`src/rtl/regfile_pkg.sv`:
```
// Shared constants, typedefs and the write-port hit helper for the
// scoreboarded register file.
package regfile_pkg;

  localparam int unsigned XLEN_D = 32;
  localparam int unsigned NREG_D = 32;
  localparam int unsigned AW_D   = $clog2(NREG_D);

  // Helper operates on padded vectors so one function serves every configuration
  localparam int unsigned MAX_AW = 8;
  localparam int unsigned MAX_NW = 2;

  typedef logic [AW_D-1:0]   reg_addr_t;
  typedef logic [XLEN_D-1:0] reg_data_t;

  typedef struct packed {
    logic       valid;
    logic [0:0] idx;
  } wr_hit_t;

  // Highest-index enabled write port targeting a nonzero addr
  function automatic wr_hit_t wr_hit(input logic [MAX_AW-1:0]             addr,
                                     input logic [MAX_NW-1:0]             we,
                                     input logic [MAX_NW-1:0][MAX_AW-1:0] wa);
    wr_hit_t h;
    h = '0;
    for (int unsigned k = 0; k < MAX_NW; k++) begin
      if (we[k] && (addr != '0) && (wa[k] == addr)) begin
        h.valid = 1'b1;
        h.idx   = 1'(k);
      end
    end
    return h;
  endfunction

endpackage

```
`src/rtl/regfile_sb_if.sv`:
```
// Read/write/allocate bundle between issue, writeback and the register file.
interface regfile_sb_if
  import regfile_pkg::*;
#(
  parameter int unsigned XLEN = XLEN_D,
  parameter int unsigned NREG = NREG_D,
  parameter int unsigned NR   = 2,
  parameter int unsigned NW   = 1
);
  localparam int unsigned AW = $clog2(NREG);

  logic [NR-1:0][AW-1:0]   rs_addr_i;
  logic [NR-1:0][XLEN-1:0] rs_data_o;
  logic [NR-1:0]           rs_ready_o;
  logic [NW-1:0]           we_i;
  logic [NW-1:0][AW-1:0]   wa_i;
  logic [NW-1:0][XLEN-1:0] wd_i;
  logic                    alloc_valid_i;
  logic [AW-1:0]           alloc_addr_i;
  logic                    flush_i;
  logic [NREG-1:0]         busy_o;

  modport master (
    output rs_addr_i, we_i, wa_i, wd_i, alloc_valid_i, alloc_addr_i, flush_i,
    input  rs_data_o, rs_ready_o, busy_o
  );

  modport slave (
    input  rs_addr_i, we_i, wa_i, wd_i, alloc_valid_i, alloc_addr_i, flush_i,
    output rs_data_o, rs_ready_o, busy_o
  );

endinterface

```
`src/rtl/regfile_sb_score.sv`:
```
// Busy-bit scoreboard: flush beats allocate, allocate beats writeback clear.
module regfile_sb_score
  import regfile_pkg::*;
#(
  parameter int unsigned NREG = NREG_D,
  parameter int unsigned NW   = 1,
  parameter int unsigned AW   = $clog2(NREG)
) (
  input  logic                  clk_i,
  input  logic                  rst_ni,
  input  logic [NW-1:0]         we_i,
  input  logic [NW-1:0][AW-1:0] wa_i,
  input  logic                  alloc_valid_i,
  input  logic [AW-1:0]         alloc_addr_i,
  input  logic                  flush_i,
  output logic [NREG-1:0]       busy_o
);

  logic [NREG-1:0] busy_q;
  logic [NREG-1:0] busy_d;

  // Later statements override earlier ones, giving the priority order
  always_comb begin
    busy_d = busy_q;
    for (int unsigned k = 0; k < NW; k++) begin
      if (we_i[k] && (wa_i[k] != '0)) busy_d[wa_i[k]] = 1'b0;
    end
    if (alloc_valid_i && (alloc_addr_i != '0)) busy_d[alloc_addr_i] = 1'b1;
    if (flush_i) busy_d = '0;
    busy_d[0] = 1'b0;
  end

  always_ff @(posedge clk_i or negedge rst_ni) begin
    if (!rst_ni) busy_q <= '0;
    else         busy_q <= busy_d;
  end

  assign busy_o = busy_q;

endmodule

```
`src/rtl/regfile_sb.sv`:
```
// Multi-port integer register file (x0 hardwired) with optional same-cycle
// write bypass and a busy scoreboard for RAW stalls.
module regfile_sb
  import regfile_pkg::*;
#(
  parameter int unsigned XLEN   = XLEN_D,
  parameter int unsigned NREG   = NREG_D,
  parameter int unsigned NR     = 2,
  parameter int unsigned NW     = 1,
  parameter bit          BYPASS = 1'b1
) (
  input logic         clk_i,
  input logic         rst_ni,
  regfile_sb_if.slave bus
);

  localparam int unsigned AW = $clog2(NREG);

  logic [NREG-1:0] busy;

  regfile_sb_score #(
    .NREG (NREG),
    .NW   (NW),
    .AW   (AW)
  ) u_score (
    .clk_i         (clk_i),
    .rst_ni        (rst_ni),
    .we_i          (bus.we_i),
    .wa_i          (bus.wa_i),
    .alloc_valid_i (bus.alloc_valid_i),
    .alloc_addr_i  (bus.alloc_addr_i),
    .flush_i       (bus.flush_i),
    .busy_o        (busy)
  );

  assign bus.busy_o = busy;

  // Write ports padded to helper width; masked in reset so nothing forwards
  logic [MAX_NW-1:0]             we_pad;
  logic [MAX_NW-1:0][MAX_AW-1:0] wa_pad;
  logic [XLEN-1:0]               wd_pad [MAX_NW];

  always_comb begin
    we_pad = '0;
    wa_pad = '0;
    for (int unsigned k = 0; k < MAX_NW; k++) wd_pad[k] = '0;
    for (int unsigned k = 0; k < NW; k++) begin
      we_pad[k] = bus.we_i[k] & rst_ni;
      wa_pad[k] = MAX_AW'(bus.wa_i[k]);
      wd_pad[k] = bus.wd_i[k];
    end
  end

  logic [XLEN-1:0] arr [NREG];

  for (genvar r = 0; r < NREG; r++) begin : g_reg
    if (r == 0) begin : g_zero
      assign arr[r] = '0;
    end else begin : g_store
      wr_hit_t         hit;
      logic [XLEN-1:0] q;

      assign hit = wr_hit(MAX_AW'(r), we_pad, wa_pad);

      always_ff @(posedge clk_i or negedge rst_ni) begin
        if (!rst_ni)        q <= '0;
        else if (hit.valid) q <= wd_pad[hit.idx];
      end

      assign arr[r] = q;
    end
  end

  for (genvar p = 0; p < NR; p++) begin : g_rd
    logic [AW-1:0] a;
    wr_hit_t       hit;
    logic          fwd;

    assign a   = bus.rs_addr_i[p];
    assign hit = wr_hit(MAX_AW'(a), we_pad, wa_pad);
    assign fwd = BYPASS && hit.valid;

    assign bus.rs_data_o[p]  = fwd ? wd_pad[hit.idx] : arr[a];
    assign bus.rs_ready_o[p] = !busy[a] || fwd;
  end

endmodule

```
`src/flat_wrapper.sv`:
```
// flat-port wrapper written by rule: the top's interface ports become plain ports
module regfile_sb_flat import regfile_pkg::*;
#(
  parameter int unsigned XLEN   = XLEN_D,
  parameter int unsigned NREG   = NREG_D,
  parameter int unsigned NR     = 2,
  parameter int unsigned NW     = 1,
  parameter bit          BYPASS = 1'b1
)
  (clk_i, rst_ni, bus_rs_addr_i, bus_we_i, bus_wa_i, bus_wd_i, bus_alloc_valid_i, bus_alloc_addr_i, bus_flush_i, bus_rs_data_o, bus_rs_ready_o, bus_busy_o);
  regfile_sb_if #(.XLEN(XLEN), .NREG(NREG), .NR(NR), .NW(NW)) bus_i ();
  input logic clk_i;
  input logic rst_ni;
  input wire logic [$bits(bus_i.rs_addr_i)-1:0] bus_rs_addr_i;
  input wire logic [$bits(bus_i.we_i)-1:0] bus_we_i;
  input wire logic [$bits(bus_i.wa_i)-1:0] bus_wa_i;
  input wire logic [$bits(bus_i.wd_i)-1:0] bus_wd_i;
  input wire logic [$bits(bus_i.alloc_valid_i)-1:0] bus_alloc_valid_i;
  input wire logic [$bits(bus_i.alloc_addr_i)-1:0] bus_alloc_addr_i;
  input wire logic [$bits(bus_i.flush_i)-1:0] bus_flush_i;
  output wire logic [$bits(bus_i.rs_data_o)-1:0] bus_rs_data_o;
  output wire logic [$bits(bus_i.rs_ready_o)-1:0] bus_rs_ready_o;
  output wire logic [$bits(bus_i.busy_o)-1:0] bus_busy_o;
  assign bus_i.rs_addr_i = bus_rs_addr_i;
  assign bus_i.we_i = bus_we_i;
  assign bus_i.wa_i = bus_wa_i;
  assign bus_i.wd_i = bus_wd_i;
  assign bus_i.alloc_valid_i = bus_alloc_valid_i;
  assign bus_i.alloc_addr_i = bus_alloc_addr_i;
  assign bus_i.flush_i = bus_flush_i;
  assign bus_rs_data_o = bus_i.rs_data_o;
  assign bus_rs_ready_o = bus_i.rs_ready_o;
  assign bus_busy_o = bus_i.busy_o;
  regfile_sb #(.XLEN(XLEN), .NREG(NREG), .NR(NR), .NW(NW), .BYPASS(BYPASS)) u_core (.clk_i(clk_i), .rst_ni(rst_ni), .bus(bus_i));
endmodule
```
`config.mk`:
```
export PLATFORM = sky130hd
export DESIGN_NAME = regfile_sb_flat
export DESIGN_NICKNAME = d
export VERILOG_FILES = /design/src/rtl/regfile_pkg.sv /design/src/rtl/regfile_sb_if.sv /design/src/rtl/regfile_sb_score.sv /design/src/rtl/regfile_sb.sv /design/src/flat_wrapper.sv
export SDC_FILE = /design/constraint.sdc
export NUM_CORES = 2
export LEC_CHECK = 0
export CAP_MARGIN = 25
export CORE_AREA = 2 2 309 311
export DETAILED_ROUTE_END_ITERATION = 6
export DIE_AREA = 0 0 311 313
export HOLD_SLACK_MARGIN = 0.02
export PLACE_DENSITY = 0.73
export SLEW_MARGIN = 20
export SYNTH_ARGS = -nofsm -noshare
export SYNTH_HDL_FRONTEND = slang
export SYNTH_SLANG_ARGS = --single-unit
```
`constraint.sdc`:
```
create_clock -name clk_i -period 2.88 [get_ports clk_i]
set_clock_uncertainty 0.1 [all_clocks]
set_input_delay 0.576 -clock clk_i [delete_from_list [all_inputs] [get_ports clk_i]]
set_output_delay 0.576 -clock clk_i [all_outputs]
set_load 0.03 [all_outputs]
```
# [Yosys cells after proc, flatten, opt, wreduce, memory -nomap -nowiden]
# Index checks and enable logic that the tools add are counted.
[totals] n_memories=0 input_bits=57 rom_bits=0 regBits=1023 latchBits=0 ram_bits=0 elab_cells=343
[classes] n_addsub=0 order_cmp=41 mux=151 n_reduce_logical=47 multipliers=0 bitwise_logic=39 div=0 eq_ne=33 n_shift=0
[op_table] operator="$mux W32" n=108
[op_table] operator="$bmux W32 S5" n=2
[op_table] operator="$eq A5 B5 Y1 const B" n=16
[op_table] operator="$ge A2 B2 Y1 const B" n=33
[op_table] operator="$mux W2" n=33
[op_table] operator="$not A1 Y2" n=33
[op_table] operator="$eq A5 B4 Y1 const B" n=8
[op_table] operator="$logic_and A1 B1 Y1" n=39
[op_table] operator="$and A32 B32 Y32" n=1
[op_table] operator="$not A32 Y32" n=1
[op_table] operator="$or A32 B32 Y32" n=1
[op_table] operator="$lt A5 B6 Y1 const B" n=4
[op_table] operator="$eq A5 B3 Y1 const B" n=4
[op_table] operator="$reduce_bool A5 Y1" n=4
[op_table] operator="$ge A6 B6 Y1 const B" n=2
[op_table] operator="$not A5 Y6" n=2
[op_table] operator="$bmux W1 S5" n=2
[op_table] operator="$demux W1 S5" n=2
[op_table] operator="$eq A5 B2 Y1 const B" n=2
[op_table] operator="$eq A5 B5 Y1" n=2
[op_table] operator="$ge A5 B1 Y1 const B" n=2
[op_table] operator="$eq A5 B1 Y1 const B" n=1
[op_table] operator="$mux W1" n=4
[op_table] operator="$logic_not A1 Y1" n=2
[op_table] operator="other kinds (2)" n=3

# [Longest topological paths before layout]
[depth] depth_word=10 mapped_depth=9 depth_no_buf=5

# [Hierarchy]
# From an unflattened synthesis, not the netlist that was laid out.
[unflattened] hier_cells=4043 hier_area_um2=55969.9
[modules_own_cells] module="regfile_sb" cells_per_inst=3886 area_each_um2=54408.4 instances=1
[modules_own_cells] module="regfile_sb_score" cells_per_inst=157 area_each_um2=1561.5 instances=1

# [Worst setup path before layout]
# Ideal clock, no wire load.
[synth_timing] kind="input port to output port" start="input bus_rs_addr_i[2]" end="output bus_rs_data_o[10]" arrival_time_ns=2.806 path_slack_ns=-0.602 path_stages=7 t_required_ns=2.204 path_cell_list="buf_2 or4_1 a21oi_2 nor4_2 buf_6 buf_6 o41ai_1"
[synth_between] elab_chain_len=5 word_cells_on_any_way=10 classes_between="eq/ne (1); mux (5); bitwise (1); reduce/logical (3)"
[synth_rtl] element="start: declaration" line_no="flat_wrapper.sv:14" text="input wire logic [$bits(bus_i.rs_addr_i)-1:0] bus_rs_addr_i;"
[synth_rtl] element="$not A5 Y6 (not written as such) / $reduce_bool A5 Y1 (equally long branches)" line_no="regfile_sb.sv:83, regfile_pkg.sv:28"
[synth_rtl] element="$bmux W32 S5 / $logic_and A1 B1 Y1 (equally long branches)" line_no="regfile_sb.sv:83, regfile_pkg.sv:28"
[synth_rtl] element="$mux W32 (not written as such) / $logic_and A1 B1 Y1 (equally long branches)" line_no="regfile_sb.sv:83, regfile_pkg.sv:28"
[synth_rtl] element="$mux W32 (not written as such) / $mux W2 (equally long branches)" line_no="regfile_sb.sv:83, regfile_pkg.sv:28"
[synth_rtl] element="$mux W32 (*)" line_no="regfile_sb.sv:83" text="assign bus.rs_data_o[p] = fwd ? wd_pad[hit.idx] : arr[a];"
[synth_rtl] element="end: declaration" line_no="flat_wrapper.sv:21" text="output wire logic [$bits(bus_i.rs_data_o)-1:0] bus_rs_data_o;"
# Mark *: on every way between the ends. The rest lies on a longest branch, timed or not. The select of a mux whose other input is x is not followed.

# [Worst setup path in the final report]
[layout_timing] start="input bus_rs_addr_i[1]" end="output bus_rs_data_o[0]"
# Same word-level chain as after synthesis.

==> reports/metrics.cfg <==
[floorplanning]
die_y_um=313
die_w_um=311
core_area_um2=94200
core.rowCount=113
dieArea_um2=97300
start_util_pct=59.4
io_pins=155

[synthesis]
synth_mux_area_share_pct=40.7
post-synth-top-area-fraction_pct=45.7
syn_area_per_cell_um2=14.1
synth_compound_area_share_pct=6.91
ys_warn_count=0
synth_edf_count=0
synth.top_cells.by_count=mux2_2 (1,133), dfrtp_1 (1,023), mux4_2 (353), clkbuf_1 (186), nand2_1 (168)
synth-seq-cells=1023
dominantRegCellSynth=dfrtp_1
synthSimpleGateAreaFrac_pct=2.49
ys_seq_area_share_pct=45.7
synth-xor-area-share_pct=0.125
synth_top_family_by_area=multiplexers
synthCells=3971
async_flop_share_pct=100
yosys.area.top_type=dfrtp_1
syn-num-nets=4028
yosys-top-cells-area=dfrtp_1 (46%), mux2_2 (23%), mux4_2 (14%)
syn_area_um2=56000
yosysMostFrequentCell=mux2_2
synthAdderAreaFrac_pct=0
yosys.cell_types.count=56

[worst_setup_path]
r2r.worst_path.cells=3
critPathKind=input port to output pin
cp-start-kind=input port
crit_arrival_ps=2780
crit_path_max_incr_delay_ps=740
end_kind=output pin
path_cells=clkbuf_16 > or4_4 > a21oi_4 > nor4_4 > buf_12 > buf_8 > o41ai_4 > buf_6
cp_slowest_cell=o41ai_4
path_max_fanout=7
cp.required_ps=2200

[timing]
worstMarginPinSlew_ps=914
drv_slew=0
max_freq_mhz=289
period_share_pct=120
finalSetupViolCount=66
finalWorstSetupSlack_ps=-577
max_slew_margin_pct=39.0
fin_crit_ps=3460
rsz0062_at_grt=true
hold_viol=0

[pwr]
clkPwrFrac_pct=35.8
sw_frac_of_total_pct=27.8
pwr-share-comb_pct=21.2
p_leak_nw=32.5
switchingPower_mw=11.4
internal-power_mw=29.8
power_frac_seq_pct=43.0
finalPower_mw=41.2
peakVddDrop_mv=0.532
power_density_nw_per_um2=578

[route]
viasPerCell=7.17
drtIter0Drc=5242
vias=42400
drc=2
drt-total-wl_um=200000
dr.pass1.iters=7
route.detailed.wl_per_inst_um=33.9
ant_nets=0

[global_routing]
grt_max_degree=158
grt_use_total_pct=40.7
grt_pass1_vias=42900
antenna_found_initial=4
grt_pass1_wl_um=292000
gr-total-overflow=0

[clock_tree]
cts_buffers=108
htreeDepth=3
ctsRootBufferMaster=clkbuf_16
cts_max_path_buffers=3
cts_tree=built
clk_latency_ps=690
path_clk_slew_ps=60
cts_sinks=1023

[cells_and_area]
area_delta_synth_final_pct=27.6
final_util_pct=75.8
drive_gt1_share_pct=59.1
nFillCells=5637
nets=4611
stdcell_count=5913

[place]
port_buffers=153
place.gp.congestion=0.942
place_ws_ps=-685
dp.cells=5540
dp_hpwl_um=126000

[outcome]
violations=DRC, setup timing
status=complete, but fails checks

[run]
max-cap-violations=0

[min_path]
min_path_type=flop to flop
whs_path_depth=1

[cells in the final DEF (no fill, tap or decap), drive strengths merged, types with 7 or more instances in the layout]
cell type         n
clkdlybuf4s50    70
bufinv           13
nand2b           15
o22a             17
and2              7
buf             823
a211oi           11
a2bb2oi          11
mux2i           153
nand2           168
o22ai            58
a221o            43
nor2             24
a21oi           107
a211o             7
o21ai            49
nand3            33
o221ai           44
mux2           1181
nor2b             9
o41ai            32
o31ai            11
mux4            353
a22o             42
a221oi           82
dfrtp          1023
clkbuf          157
clkinv           26
nand4            16
[final timing paths]
path	to	slack (ps)	start
worst max-delay path	bus_rs_data_o[0]	-580	bus_rs_addr_i[1]
worst min-delay path	u_core.g_reg[30].g_store.q[1]$_DFFE_PN0P_	400	u_core.g_reg[30].g_store.q[1]$_DFFE_PN0P_
worst max register to register	u_core.g_reg[19].g_store.q[23]$_DFFE_PN0P_	1770	u_core.g_reg[19].g_store.q[23]$_DFFE_PN0P_
worst min register to register	u_core.g_reg[30].g_store.q[1]$_DFFE_PN0P_	400	u_core.g_reg[30].g_store.q[1]$_DFFE_PN0P_
max in group asynchronous	u_core.g_reg[11].g_store.q[13]$_DFFE_PN0P_	380	rst_ni
min in group asynchronous	u_core.g_reg[22].g_store.q[25]$_DFFE_PN0P_	670	rst_ni
[per-stage QoR]
stage	setup TNS, ps	area [µm²]	hold WS [ps]
floorplan	-1240	57100	180
global placement	-38590	64600	381
detailed placement	-43620	64600	390
CTS	-22080	70500	404
global route	-25200	71400	420
finish	-23600	71400	402
[registers in the layout, indices dropped and copies added, names as in the netlist]
name	count
u_core.u_score.busy_o	31
u_core.g.g_store.q	992
[metal layers]
layer / routed length, µm / up-vias / share of wire [%] / GRT usage, %
li1: - / 16600 / - / -
met1: 76100 / 22300 / 38 / 55.6
met2: 88400 / 2800 / 44 / 60.1
met3: 23300 / 685 / 12 / 11.1
met4: 12200 / 4 / 6.1 / 21.6
met5: 69 / - / 0.034 / 0
[critical path: cells and delay by family]
family	cells	cell delay, ps
compound gates	2	920
buf+inv	4	660
simple gates	2	600
[power groups by stage]
| stage | logic (mW) | clock network [mW] | registers [mW] |
|---|---|---|---|
| 3_5_place_dp | 7.86 | 0 | 17.9 |
| 5_1_grt | 9.13 | 15.4 | 17.9 |
| 2_1_floorplan | 5.31 | 0 | 17.3 |
| 6_report | 8.74 | 14.8 | 17.7 |
| 3_3_place_gp | 7.70 | 0 | 17.7 |
| 4_1_cts | 8.44 | 14.8 | 17.6 |
[cell families (layout without fill, tap and decap cells)]
family | after synthesis | in the layout
simple gates | 300 | 300
buf+inv | 433 | 1106
mux | 1687 | 1687
flops | 1023 | 1023
compound gates | 519 | 519
xor+xnor | 8 | 8
other cells | 1 | 5
[cell type report]
class / instances / area (µm²) / share of cell area (%)
Clock buffer: 153 / 3110 / 4.36
Sequential cell: 1023 / 25600 / 35.9
Tap cell: 1265 / 1580 / 2.22
Clock inverter: 47 / 602 / 0.843
Inverter: 1 / 3.75 / 0.00526
Timing Repair Buffer: 905 / 10100 / 14.2
Multi-Input combinational cell: 2515 / 30400 / 42.5
Antenna cell: 4 / 10.0 / 0.0140
[timing repair]
item                                   4_1_cts  5_1_grt
setup endpoints to repair                   66      190
gates resized for setup                    237       86
buffers inserted                           109       53
pin swaps                                   71       55
cloned                                      10        1
endpoints found under the hold margin       72        0
hold buffers                                 1        0
Note: power is estimated with default switching activity, not from simulation.
